**src/rtl/uart_pkg.sv**
```systemverilog
// Shared UART definitions: byte width and byte type used across the receive path.
package uart_pkg;

    localparam int unsigned UART_BYTE_W = 8;

    typedef logic [UART_BYTE_W-1:0] uart_byte_t;

endpackage

```
**src/rtl/uart_fifo_mem.sv**
```systemverilog
// Byte storage for the receive FIFO: one synchronous write port, one asynchronous read port.
module uart_fifo_mem
    import uart_pkg::*;
#(
    parameter int unsigned DEPTH = 16
)
(
    input  logic                     clk,
    input  logic                     we,
    input  logic [$clog2(DEPTH)-1:0] waddr,
    input  uart_byte_t               wdata,
    input  logic [$clog2(DEPTH)-1:0] raddr,
    output uart_byte_t               rdata
);

    // Contents are deliberately not reset; the control logic tracks validity.
    uart_byte_t mem [DEPTH];

    always_ff @(posedge clk) begin
        if (we) begin
            mem[waddr] <= wdata;
        end
    end

    assign rdata = mem[raddr];

endmodule

```
**src/rtl/uart_rx_fifo.sv**
```systemverilog
// First-word-fall-through receive FIFO with sticky overflow flag.
// Define UART_RX_FIFO_WATERMARK_EN to add the registered levelIrq output.
module uart_rx_fifo
    import uart_pkg::*;
#(
    parameter int unsigned DEPTH     = 16,
    parameter int unsigned WATERMARK = 12
)
(
    input  logic                   clk,
    input  logic                   resetN,
    input  uart_byte_t             rxByte,
    input  logic                   rxDv,
    output uart_byte_t             dataOut,
    output logic                   dataValid,
    input  logic                   dataReady,
    output logic [$clog2(DEPTH):0] count,
    output logic                   full,
    output logic                   overflow,
`ifdef UART_RX_FIFO_WATERMARK_EN
    output logic                   levelIrq,
`endif
    input  logic                   clearOverflow
);

    localparam int unsigned AW = $clog2(DEPTH);
    localparam int unsigned CW = AW + 1;
    localparam logic [AW-1:0] PTR_ONE  = AW'(1);
    localparam logic [CW-1:0] CNT_ONE  = CW'(1);
    localparam logic [CW-1:0] CNT_FULL = CW'(DEPTH);

    if ((DEPTH < 2) || (DEPTH > 256) || ((DEPTH & (DEPTH - 1)) != 0)) begin : g_bad_depth
        $error("uart_rx_fifo: DEPTH must be a power of two in 2..256");
    end
    if ((WATERMARK < 1) || (WATERMARK > DEPTH)) begin : g_bad_watermark
        $error("uart_rx_fifo: WATERMARK must lie in 1..DEPTH");
    end

    logic [AW-1:0] rptr;
    logic [AW-1:0] wptr;
    logic [CW-1:0] count_next;
    logic          push;
    logic          pop;
    logic          drop;

    uart_fifo_mem #(.DEPTH(DEPTH)) u_mem (
        .clk   (clk),
        .we    (push),
        .waddr (wptr),
        .wdata (rxByte),
        .raddr (rptr),
        .rdata (dataOut)
    );

    // A pop in the same cycle frees a slot, so a full FIFO still accepts the byte.
    always_comb begin
        pop        = dataValid & dataReady;
        push       = rxDv & (~full | pop);
        drop       = rxDv & full & ~pop;
        count_next = count;
        case ({push, pop})
            2'b10:   count_next = count + CNT_ONE;
            2'b01:   count_next = count - CNT_ONE;
            default: count_next = count;
        endcase
    end

    always_ff @(posedge clk or negedge resetN) begin
        if (!resetN) begin
            rptr      <= '0;
            wptr      <= '0;
            count     <= '0;
            dataValid <= 1'b0;
            full      <= 1'b0;
            overflow  <= 1'b0;
        end else begin
            if (push) begin
                wptr <= wptr + PTR_ONE;
            end
            if (pop) begin
                rptr <= rptr + PTR_ONE;
            end
            count     <= count_next;
            dataValid <= (count_next != '0);
            full      <= (count_next == CNT_FULL);
            if (drop) begin
                overflow <= 1'b1;
            end else if (clearOverflow) begin
                overflow <= 1'b0;
            end
        end
    end

`ifdef UART_RX_FIFO_WATERMARK_EN
    localparam logic [CW-1:0] CNT_WM = CW'(WATERMARK);

    always_ff @(posedge clk or negedge resetN) begin
        if (!resetN) begin
            levelIrq <= 1'b0;
        end else begin
            levelIrq <= (count >= CNT_WM);
        end
    end
`endif

endmodule

```
**config.mk**
```make
export PLATFORM = sky130hd
export DESIGN_NAME = uart_rx_fifo
export DESIGN_NICKNAME = d
export VERILOG_FILES = /design/src/rtl/uart_pkg.sv /design/src/rtl/uart_fifo_mem.sv /design/src/rtl/uart_rx_fifo.sv
export SDC_FILE = /design/constraint.sdc
export NUM_CORES = 1
export LEC_CHECK = 0
export CAP_MARGIN = 40
export CORE_ASPECT_RATIO = 1.25
export CORE_MARGIN = 2
export CORE_UTILIZATION = 54
export CTS_CLUSTER_SIZE = 40
export DETAILED_ROUTE_END_ITERATION = 10
export GPL_TIMING_DRIVEN = 0
export PLACE_DENSITY = 0.75
export SYNTH_ARGS = -nofsm -noshare
export SYNTH_HDL_FRONTEND = slang
export SYNTH_SLANG_ARGS = --single-unit
```
**constraint.sdc**
```tcl
create_clock -name clk -period 2.6 [get_ports clk]
set_clock_uncertainty 0.05 [all_clocks]
set_input_delay 0.26 -clock clk [delete_from_list [all_inputs] [get_ports clk]]
set_output_delay 0.26 -clock clk [all_outputs]
set_load 0.01 [all_outputs]
```
### Word-level counts from Yosys, hierarchy flattened

Memory sizes are Yosys's and may differ from the RTL's.
Index checks and enable logic that the tools add are counted.

| operators by class | value |
|---|---|
| add/subtract/negate cells | 4 |
| eq/ne operators | 3 |
| muxes and demuxes | 5 |
| bitwise gates (word level) | 7 |
| reduce and logical (&&, ||, !) cells | 2 |

Operators with widths:

| cell | count |
|---|---|
| $pmux W5 S2 | 1 |
| $add A4 B1 Y4 const B | 2 |
| $add A5 B1 Y5 const B | 1 |
| $eq A5 B5 Y1 const B | 1 |
| $reduce_bool A5 Y1 | 1 |
| $sub A5 B1 Y5 const B | 1 |
| $and A1 B1 Y1 | 4 |
| $mux W1 | 4 |
| $eq A2 B1 Y1 const B | 1 |
| $eq A2 B2 Y1 const B | 1 |
| $not A1 Y1 | 2 |
| $reduce_bool A2 Y1 | 1 |
| $or A1 B1 Y1 | 1 |

| storage, ports and cells | value |
|---|---|
| flip-flop bits (word level) | 16 |
| memory bits (writable) | 128 |
| input port bits | 13 |
| output and inout port bits | 16 |
| word-level logic and storage cells | 28 |
| memories kept | 1 |

Memories:

| memory | depth | width | read ports | clocked after Yosys merged registers in | write ports | RTL line | source |
|---|---|---|---|---|---|---|---|
| u_mem.mem | 16 | 8 | 1 | 0 | 1 | uart_fifo_mem.sv:17 | `uart_byte_t mem [DEPTH];` |

### Logic depth before layout (Yosys ltp)

Gate-level depths: netlist of the first run.

| depth | value |
|---|---|
| depth after elaboration | 6 |
| mapped depth | 14 |
| gate-level depth less buffers | 12 |

### Cells and area by module

Synthesis of the first run repeated with hierarchy kept, for this count alone.

| unflattened totals | value |
|---|---|
| cell total of the unflattened synthesis | 299 |
| area, all modules | 5844.4 um2 |

Modules (own cells, without submodules):

| module | instances | cells an instance | area each (um2) |
|---|---|---|---|
| uart_fifo_mem | 1 | 221 | 4987.3 |
| uart_rx_fifo | 1 | 78 | 857.1 |

### Least setup slack after synthesis of the first run

OpenSTA, ideal clock, no wires.

| timing path | value |
|---|---|
| kind | register to register |
| start point | register dataValid |
| end point | register full |
| data arrival time | 2.464 ns |
| required time | 2.454 ns |
| slack | -0.010 ns |
| stages on the path, launching flop included | 15 |
| path buffers | 2 |
| clock period less this slack | 2.610 ns |
| path through | dfrtp_1 nand2_1 nand2_1 and2_1 buf_2 inv_2 ha_1 buf_6 xor2_1 ha_1 a21oi_1 mux2i_1 xor2_1 inv_1 nor4_2 |

| on the way | value |
|---|---|
| longest elaborated chain between the ends | 6 |

Ends and longest elaborated chain:

| item | RTL line | source |
|---|---|---|
| start: declaration | uart_rx_fifo.sv:15 | `output logic dataValid,` |
| start signal: assignment | uart_rx_fifo.sv:84 | `dataValid <= (count_next != '0);` |
| $and A1 B1 Y1 (*) | uart_rx_fifo.sv:57 | `pop = dataValid & dataReady;` |
| $or A1 B1 Y1 | uart_rx_fifo.sv:58 | `push = rxDv & (~full \| pop);` |
| $and A1 B1 Y1 | uart_rx_fifo.sv:58 |  |
| $eq A2 B1 Y1 / $eq A2 B2 Y1 (equally long branches) | uart_rx_fifo.sv:61 | `case ({push, pop})` |
| $pmux W5 S2 (*) | uart_rx_fifo.sv:61 |  |
| named net count_next[2] | uart_rx_fifo.sv:41 | `logic [CW-1:0] count_next;` |
| $eq A5 B5 Y1 (*) | uart_rx_fifo.sv:85 | `full <= (count_next == CNT_FULL);` |
| end signal: assignment | uart_rx_fifo.sv:85 |  |
| end: declaration | uart_rx_fifo.sv:18 | `output logic full,` |

The timed path passes the listed nets; every way through them passes the cells marked *.
A chain may end at the register's enable or synchronous reset.

### Worst setup path after layout of the first run

| timing path | value |
|---|---|
| start point | register rptr[1] |
| end point | output port dataOut[1] |

| on the way | value |
|---|---|
| longest elaborated chain between the ends | 1 |

Ends and longest elaborated chain:

| item | RTL line | source |
|---|---|---|
| start: declaration | uart_rx_fifo.sv:39 | `logic [AW-1:0] rptr;` |
| start signal: assignment | uart_rx_fifo.sv:81 | `rptr <= rptr + PTR_ONE;` |
| $mem_v2 Z16 W8 | n/a |  |
| end: declaration | uart_rx_fifo.sv:14 | `output uart_byte_t dataOut,` |

Every way passes these cells.

==> run metrics, run 1 <==
Compound-Gate Fraction of Synth Area=0.05399; stages on the worst setup path=7; Final Power=8.723 mW; RePlAce Congestion=around 0.86; number of flops mapped to enable cells by yosys=128; leak pwr=2.624 nW; Synth Cell Area=about 6000 um^2; nets@finish=~440; ANT nets after route=0; layout cells sized above 1=0.2627; Max VDD drop=0.8180 mV; gr ovfl total=0; Antenna Cells=0; CP Max Fanout=10; most frequent cells in the layout=128 x edfxtp_1, 27 x mux2i_1, 21 x buf_4, 20 x clkdlybuf4s50_1, 17 x clkbuf_16; Primary FF master, synth=edfxtp_1; CTS hold repair buffers=0; 1st-pass router iterations=4; reg-to-reg setup timing slack=70 ps; CP startpoint kind=register; Tcrit/Tclk final=0.9873; maxcap violations=0; Area Growth Syn to Fin=24.16%; Root Buffer=clkbuf_16; Top cell by count, worst path=buf_4; Pwr Density=1171 nW/um^2; Post-synth ARST share=0.1111; # clock sinks=between 100 and 150; synthesized instance count=approximately 360; slowest CP cell=dfrtp_1; clk_lat worst skew=410 ps; RSZ-0062 raised after global routing=true; largest net degree at the start of global routing=17; Worst-Margin Slew=786.8 ps; DR iter-0 viols=between 200 and 250; Post-Synth Simple-Gate Area=0.05024; Worst slew margin=0.4735; DRC=0; Yosys reg bits=~140; Post-Route WL=12750 um; Post-Synth XOR/XNOR Area=0.01605; post-placement worst setup slack=-691.7 ps; largest family of logic cells by synthesized area=multiplexers; Tmin final=2567 ps; CP delay by family, top=buffers and inverters; Boundary Pins=29; reg2reg path depth=14; Via density=roughly 6.0; die width=98.30 um; chip height=roughly 120 um; Setup Crit Path Kind=reg -> out; Die ar.=11980 um^2; clock tree buffer depth=2; Post-Synth Adder-Cell Area=0.01668; WL/cell=22.41 um; Slew Limit Fails=0; syn_area_per_cell=16.81 um^2; std cell rows=43; first-pass GRT wire length=19140 um; syn nets=378; Final WS setup=32.93 ps; Core ar.=about 11000 um^2; post-synthesis mux area share=0.1220; Fmax achieved=slightly below 400 MHz; DR vias=approximately 3400; final hold viol count=0; number of port buffers=28; Detail Placement HPWL=8279 um; post-synthesis sequential area ratio=0.7071; Max H-tree Level=4; worst endpoint required time=between 2000 and 2500 ps; Overall Global Routing Usage=0.2225; status=finished, final reports clean; crit-path cells=buf_4 -> and2_1 -> buf_4 -> a221oi_2 -> o21ai_0 -> nand2_1 -> dlygate4sd2_1; Clock transition at path regs=60 ps; Starting Density=0.5469; CTS buffer count=17; HP Class=in -> async; WP data arrival=2260 ps; commonest non-fill, non-tap cell in the layout=edfxtp_1; Synth cell types=37; CTS tree=done; YS warnings=0; crit-path max cell delay=400 ps; final setup fails=0; critical path endpoint category=primary output; WP buf/inv=3; antenna violations before repair=0; vias in the first global route=between 3000 and 4000
Yosys cell counts (2+ instances only):
library cell / instances / area [um^2]
a21oi_1: 11 / 55.05
a221oi_1: 8 / 70.07
a22oi_1: 8 / 60.06
and2_1: 10 / 62.56
buf_2: 7 / 35.03
buf_6: 7 / 78.83
clkbuf_1: 5 / 18.77
dfrtp_1: 16 / 400.4
edfxtp_1: 128 / 3844
ha_1: 8 / 100.1
inv_1: 12 / 45.04
mux2_1: 7 / 78.83
mux2_2: 2 / 22.52
mux2i_1: 27 / 270.3
mux4_2: 16 / 360.4
nand2_1: 16 / 60.06
nand3_1: 5 / 25.02
nand3b_1: 2 / 15.01
nor2_1: 10 / 37.54
nor2b_1: 2 / 12.51
nor3b_1: 2 / 15.01
nor4_1: 4 / 25.02
o21ai_0: 21 / 105.1
xnor2_1: 7 / 61.31
xor2_1: 4 / 35.03
area by class of cell:
class / count / area [um^2]
fill: 734 / 3523
clock inverter: 12 / 120.1
timing repair buffer: 46 / 417.9
multi-input combinational: 179 / 1793
clock buffer: 19 / 432.9
tap: 135 / 168.9
sequential: 144 / 4244
inverter: 13 / 61.31
buffer: 21 / 214.0
per-layer routing:
metal / vias to the layer above / GRT usage / share of wire
li1: 1511 / - / -
met4: 0 / 0.1173 / 0.045
met3: 40 / 0.05508 / 0.053
met2: 140 / 0.3797 / 0.52
met5: - / 0 / 0
met1: 1718 / 0.2613 / 0.38
power by group:
| group | internal, mW | switching (mW) |
|---|---|---|
| logic | 1.55 | 1.90 |
| clock network | 1.39 | 0.881 |
| registers | 2.85 | 0.145 |
| total | 5.79 | 2.93 |
kinds of logic (layout without fill, tap and decap cells):
group / count (synthesis) / count (layout)
AOI/OAI and AO/OA: 52 / 52
xor gates and xnor gates: 11 / 11
adders and majority gates: 8 / 8
muxes: 52 / 52
DFF: 144 / 144
buffers and inverters: 34 / 111
and+or+nand+nor: 56 / 56
path summary, 6_finish.rpt:
check | to | startpoint
setup reg to reg | full | dataValid
max in group asynchronous | rptr[0] | resetN
hold / removal | count[0] | resetN
min in group clk | overflow | clearOverflow
setup / recovery | dataOut[1] | rptr[1]
hold reg to reg | overflow | overflow
sequential cells by signal, indices dropped and copies added, names as in the netlist:
| name | flops |
|---|---|
| u_mem.mem | 128 |
| full | 1 |
| wptr | 4 |
| dataValid | 1 |
| overflow | 1 |
| rptr | 4 |
| count | 5 |
stage by stage:
step	utilization	area, um^2	hold WS, ps	setup TNS [ps]	std cells
floorplan	-	6005	-85.59	0	357
global placement	0.5880	6454	476.3	-20190	520
detailed placement	0.5930	6509	474.2	-1867	524
CTS	0.6596	7239	269.8	-320.0	559
global route	0.6790	7452	317.9	-159.8	569
finish	0.6790	7452	246.3	0	569
timing repair:
| action | CTS | global route |
|---|---|---|
| endpoints found under the setup margin | 11 | 11 |
| pin swaps | 4 | 11 |
| resized for setup | 44 | 33 |
| setup buffers | 4 | 10 |
(Power assumes the default switching activity.)
==> run 2, diff against run 1 <==
--- a/config.mk
+++ b/config.mk
@@ -5,7 +5,7 @@
 export SDC_FILE = /design/constraint.sdc
 export NUM_CORES = 1
 export LEC_CHECK = 0
-export CAP_MARGIN = 40
+export CAP_MARGIN = 15
 export CORE_ASPECT_RATIO = 1.25
 export CORE_MARGIN = 2
 export CORE_UTILIZATION = 54
==> constraint.sdc (replaced) <==
create_clock -name clk -period 2.6 [get_ports clk]
set_clock_uncertainty 0.05 [all_clocks]
set_input_delay 0.65 -clock clk [delete_from_list [all_inputs] [get_ports clk]]
set_output_delay 0.65 -clock clk [all_outputs]
set_load 0.01 [all_outputs]
==> run metrics, run 2 (same netlist as run 1, synthesis figures left out) <==
status=complete, but fails checks; violated checks=setup timing; Die ar.=11980 um^2 (unchanged); final setup fails=8 (+8); gr ovfl total=0 (unchanged); die width=98.30 um (unchanged); Area Growth Syn to Fin=23.97%; HP Class=reg -> reg; Post-Route WL=13500 um (+5.9%); Clock transition at path regs=60 ps (about the same); CP Max Fanout=10 (unchanged); ANT nets after route=0 (unchanged); leak pwr=2.606 nW (-0.67%); Root Buffer=clkbuf_16; Max H-tree Level=4 (unchanged); commonest non-fill, non-tap cell in the layout=edfxtp_1; DRC=0 (unchanged); r2r startpoint=dataValid; Worst-Margin Slew=847.2 ps (+60.45 ps); 1st-pass router iterations=5 (+1); DR iter-0 viols=339 (+41%); chip height=121.9 um (unchanged); # clock sinks=144 (unchanged); number of port buffers=28 (unchanged); Starting Density=0.5469 (unchanged); DR vias=3468 (+1.7%); final instance area=7441 um^2 (-0.15%); Slew Limit Fails=0 (unchanged); Setup Crit Path Kind=reg -> out; clk_lat worst skew=420 ps (about the same); final hold viol count=0 (unchanged); Overall Global Routing Usage=0.2342 (+0.01172); CP startpoint kind=register; Pwr Density=1191 nW/um^2 (+1.8%); Fillers=729 (-0.68%); Via density=6.106 (+1.9%); critical path endpoint category=primary output; nets@finish=441 (-0.45%); layout cells sized above 1=0.3141 (+0.05141); WP data arrival=2200 ps (-60 ps); Top Registers=u_mem.mem x128, count x5; RePlAce Congestion=0.8574 (-0.38%); Post-DP Area=6544 um^2 (+0.54%); Tmin final=2899 ps (+332.0 ps); Worst slew margin=0.4331 (-0.04045); Tcrit/Tclk final=1.115 (+0.1277); Boundary Pins=29 (unchanged); worst endpoint required time=1900 ps (-390 ps); RSZ-0062 raised after global routing=true; Largest register FFs=128 (unchanged); most frequent cells in the layout=128 x edfxtp_1, 21 x mux2i_1, 18 x buf_4, 18 x clkdlybuf4s50_1, 17 x clkbuf_16; largest net degree at the start of global routing=17 (unchanged); Hold Crit Start=overflow; Fmax achieved=344.9 MHz (-11%); Detail Placement HPWL=7854 um (-5.1%); crit path from=rptr[3]; antenna violations before repair=0 (unchanged); Core ar.=10980 um^2 (unchanged); vias in the first global route=3600 (+5.3%); CTS buffer count=17 (unchanged); Final WS setup=-299.1 ps (-332.0 ps); Final Power=8.864 mW (+1.6%); Max VDD drop=0.7533 mV (-7.9%); CTS tree=done; std cell rows=43 (unchanged); WL/cell=23.76 um (+6.0%); maxcap violations=0 (unchanged); Top reg by flops=u_mem.mem; Antenna Cells=0 (unchanged); clock tree buffer depth=2 (unchanged); first-pass GRT wire length=20380 um (+6.5%)
[run 2: changes by cell type in the layout (fill, tap and decap cells not counted), moves of 3 or more]
cell           delta
buf_2             +8
mux2i_1           -6
mux2i_2           +5
o21ai_0           -5
a22oi_1           -4
a22oi_2           +4
dlygate4sd2_1     -4
mux2_1            -4
buf_4             -3
mux2_4            +3
o21ai_1           +3
[run 2: timing repair]
item / CTS / global route
pin swaps: 23 / 18
gates resized for setup: 95 / 21
gates cloned: 3 / 0
hold buffers: 0 / 0
setup buffers: 7 / 5
setup endpoints to repair: 12 / 9
[run 2: routing by layer]
layer  global-route usage  up-vias  wire length, um
met1               0.2859     1755             5133
met2               0.3941      168             7004
met3              0.05336       35              827
li1                     -     1510                -
met5                    0        -                0
met4               0.1182        0              533
[run 2: critical path: stages (launching register included)]
cell	delay (ps)
dfrtp_1	540
buf_2	450
o21ai_2	110
a21oi_1	270
o21ai_1	130
nand2_1	130
buf_2	140
[run 2: where the power goes]
| part | total (mW) | leakage, nW | internal (mW) | switching (mW) |
|---|---|---|---|---|
| clock | 2.20 | 0.248 | 1.30 | 0.907 |
| combinational | 3.65 | 1.01 | 1.69 | 1.96 |
| sequential | 3.01 | 1.35 | 2.85 | 0.158 |
[run 2: area by class of cell]
| type | count | area (um^2) | share of cell area |
|---|---|---|---|
| Clock buffer | 20 | 436.7 | 0.05869 |
| Multi-Input combinational cell | 179 | 1810 | 0.2433 |
| Tap cell | 135 | 168.9 | 0.02270 |
| Inverter | 13 | 53.80 | 0.007231 |
| Timing Repair Buffer | 46 | 436.7 | 0.05869 |
| Clock inverter | 12 | 95.09 | 0.01278 |
| Buffer | 19 | 195.2 | 0.02623 |
| Sequential cell | 144 | 4244 | 0.5704 |
[run 2: worst paths after layout]
path | slack (ps) | to | cells after the start
setup / recovery | -300 | dataOut[6] | 6
hold / removal | 480 | overflow | 2
hold reg to reg | 480 | overflow | 2
min in group asynchronous | 630 | rptr[3] | 1
max in group asynchronous | 1390 | rptr[1] | 1
setup reg to reg | 220 | dataValid | 13
[run 2: metrics by stage]
step	hold slack (ps)	worst slack [ps]	std cells	TNS (ps)	utilization
3_5_place_dp	473.4	-732.6	524	-21100	0.5962
5_1_grt	540.7	-338.7	568	-2353	0.6780
2_1_floorplan	304.4	12.94	357	0	-
3_3_place_gp	474.3	-801.5	520	-41590	0.5912
4_1_cts	490.1	-283.3	565	-1995	0.6718
6_report	481.7	-299.1	568	-1890	0.6780
==> run 3, diff against run 2 <==
--- a/config.mk
+++ b/config.mk
@@ -12,7 +12,8 @@
 export CTS_CLUSTER_SIZE = 40
 export DETAILED_ROUTE_END_ITERATION = 10
 export GPL_TIMING_DRIVEN = 0
-export PLACE_DENSITY = 0.75
+export PLACE_DENSITY = 0.76
 export SYNTH_ARGS = -nofsm -noshare
 export SYNTH_HDL_FRONTEND = slang
+export SYNTH_HIERARCHICAL = 1
 export SYNTH_SLANG_ARGS = --single-unit
==> run metrics, run 3 <==
syn nets=317 (-16%); final instance area=7231 um^2 (-2.8%); status=complete, but fails checks; ANT nets after route=0 (unchanged); Root Buffer=clkbuf_16; first-pass GRT wire length=19020 um (-6.7%); worst endpoint required time=1900 ps (about the same); Post-Route WL=12330 um (-8.6%); Tmin final=2875 ps (-24.14 ps); most common library cells after synthesis=128 x edfxtp_1, 20 x nand2_1, 18 x mux4_2; number of flops mapped to enable cells by yosys=128 (unchanged); RSZ-0062 raised after global routing=true; YS warnings=6 (+6); Clk pwr share=0.294 (+0.045); clock tree buffer depth=2 (unchanged); layout cells sized above 1=0.3457 (+0.03166); HP Class=reg -> reg; Worst slew margin=0.4194 (-0.01369); Tcrit/Tclk final=1.106 (-0.009285); share of the synthesized area in the top cell type=0.6577 (+0.01727); WP buf/inv=4 (+2); Top cell by count, worst path=buf_12; Primary FF master, synth=edfxtp_1; WP data arrival=2170 ps (-30 ps); 1st-pass router iterations=5 (unchanged); CP Max Fanout=5 (-5); WHS=491.4 ps (+9.671 ps); Slew Limit Fails=0 (unchanged); Top Registers=u_mem/mem x128, count x5; chip height=120.3 um (-1.3%); std cell rows=42 (-2.3%); final setup fails=8 (unchanged); clk_lat worst skew=420 ps (about the same); Max H-tree Level=4 (unchanged); Starting Density=0.5533 (+0.006451); CTS hold repair buffers=0 (unchanged); Antenna Cells=0 (unchanged); DRC=0 (unchanged); Final WS setup=-274.9 ps (+24.14 ps); violated checks=setup timing; RePlAce Congestion=0.8317 (-3.0%); Synth Cell Area=5844 um^2 (-2.6%); sequential share of power=0.356 (+0.017); nets@finish=381 (-14%); largest area contributor in the netlist=edfxtp_1; syn_area_per_cell=19.55 um^2 (+16%); most common cell in the synthesized netlist=edfxtp_1; Overall Global Routing Usage=0.2275 (-0.006652); Post-synth ARST share=0.1111 (unchanged); largest net degree at the start of global routing=17 (unchanged); leak pwr=2.476 nW (-5.0%); Detail Placement HPWL=7319 um (-6.8%); critical path endpoint category=primary output; Post-DP Area=6364 um^2 (-2.8%); Largest register FFs=128 (unchanged); Via density=6.120 (+0.24%); Fmax achieved=347.8 MHz (+0.84%); crit-path cells=buf_6 -> buf_12 -> buf_12 -> mux4_2 -> a22oi_2 -> nand2_1 -> buf_2; CTS buffer count=17 (unchanged); number of port buffers=28 (unchanged); CTS tree=done; P_sw=2.710 mW (-10%); final hold viol count=0 (unchanged); slowest CP cell=mux4_2; Clock transition at path regs=60 ps (about the same); WL/cell=24.27 um (+2.1%); CP delay by family, top=buffers and inverters; final setup TNS=-1853 ps (+36.95 ps); Net Sw Frac=0.3090 (-0.03231); synthesized instance count=299 (-16%); Boundary Pins=29 (unchanged); gr ovfl total=0 (unchanged); Synth area leaders=edfxtp_1 66%, mux4_2 6.9%, dfrtp_1 6.9%; CP startpoint kind=register; most frequent cells in the layout=128 x edfxtp_1, 28 x mux4_2, 18 x clkdlybuf4s50_1, 17 x nand2_1, 17 x clkbuf_16; die width=97.05 um (-1.3%); DR vias=3109 (-10%); commonest non-fill, non-tap cell in the layout=edfxtp_1; antenna violations before repair=0 (unchanged); Area Growth Syn to Fin=23.72%; Fillers=669 (-8.2%); Top reg by flops=u_mem/mem; Setup Crit Path Kind=reg -> out; Synth cell types=43 (+16%); Yosys reg bits=144 (unchanged); Die ar.=11680 um^2 (-2.5%); vias in the first global route=3227 (-10%); # clock sinks=144 (unchanged); Worst-Margin Slew=867.7 ps (+20.46 ps); post-synthesis sequential area ratio=0.7262 (+0.01907); DR iter-0 viols=397 (+17%); Max VDD drop=0.7515 mV (-0.23%); crit-path max cell delay=550 ps (about the same); total internal power=6.058 mW (+3.8%); combinational share of power=0.350 (-0.062); post-placement worst setup slack=-961.9 ps (-229.3 ps); maxcap violations=0 (unchanged); Core ar.=10560 um^2 (-3.8%); Pwr Density=1213 nW/um^2 (+1.8%)
-- run 3: cell types whose count changed after synthesis, moves of 5 or more --
cell / previous run / this run
mux2i_1: 27 / 0
o21ai_0: 21 / 3
mux4_1: 0 / 14
a21oi_1: 11 / 1
and2_1: 10 / 1
a22oi_1: 8 / 16
a221oi_1: 8 / 1
inv_1: 12 / 5
mux2_1: 7 / 0
clkbuf_1: 5 / 0
-- run 3: cell type report --
class,count,area [um^2],area share
Sequential cell,144,4245,0.5871
Multi-Input combinational cell,137,1570,0.2172
Timing Repair Buffer,46,454.2,0.06281
Clock buffer,18,429.2,0.05935
Clock inverter,14,202.7,0.02803
Tap cell,132,165.2,0.02284
Buffer,12,142.6,0.01973
Inverter,5,21.27,0.002942
-- run 3: cells by family (layout without fill, tap and decap cells) --
family / Yosys count / after routing / synth area share
compound gates: 27 / 27 / 0.03404
mux: 34 / 34 / 0.1362
buf+inv: 18 / 95 / 0.02312
fa+ha+maj: 5 / 5 / 0.01070
flops: 144 / 144 / 0.7262
xor+xnor: 12 / 12 / 0.01798
simple gates: 59 / 59 / 0.05181
-- run 3: metrics by stage --
stage / total power [mW] / instances / util
2_1_floorplan: 4.729 / 299 / -
3_3_place_gp: 5.605 / 459 / 0.5999
3_5_place_dp: 5.702 / 463 / 0.6025
4_1_cts: 8.727 / 507 / 0.6808
5_1_grt: 9.127 / 508 / 0.6846
6_report: 8.768 / 508 / 0.6846
-- run 3: layer usage --
metal	GRT usage	vias to the layer above	routed length, um
met5	0	-	0
met4	0.1039	0	422
met3	0.05202	23	747
met2	0.3824	155	6461
met1	0.2847	1584	4700
li1	-	1347	-
-- run 3: what timing repair did --
action	4_1_cts	5_1_grt
resized for setup	76	7
endpoints found under the setup margin	43	25
cloned	2	0
setup buffers	11	1
pin swaps	16	14
-- run 3: path summary, 6_finish.rpt --
| check | slack [ps] | from | cells after the start | to |
|---|---|---|---|---|
| setup / recovery | -270 | rptr[0] | 7 | dataOut[5] |
| hold / removal | 490 | overflow | 2 | overflow |
| setup reg to reg | 60 | dataValid | 8 | u_mem/mem[0][1] |
| hold reg to reg | 490 | overflow | 2 | overflow |
| max in group asynchronous | 1370 | resetN | 1 | dataValid |
| min in group asynchronous | 620 | resetN | 1 | count[4] |
-- run 3: tightest hold or removal path, cell delays in order (launching register included) --
cell,delay [ps]
dfrtp_1,390
inv_1,50
o21ai_0,60
-- run 3: power groups by stage --
stage	Clock (mW)	Combinational, mW	Sequential (mW)
6_report	2.58	3.07	3.12
5_1_grt	2.71	3.26	3.15
4_1_cts	2.61	3.01	3.11
3_5_place_dp	0	2.56	3.14
3_3_place_gp	0	2.48	3.13
2_1_floorplan	0	1.63	3.10
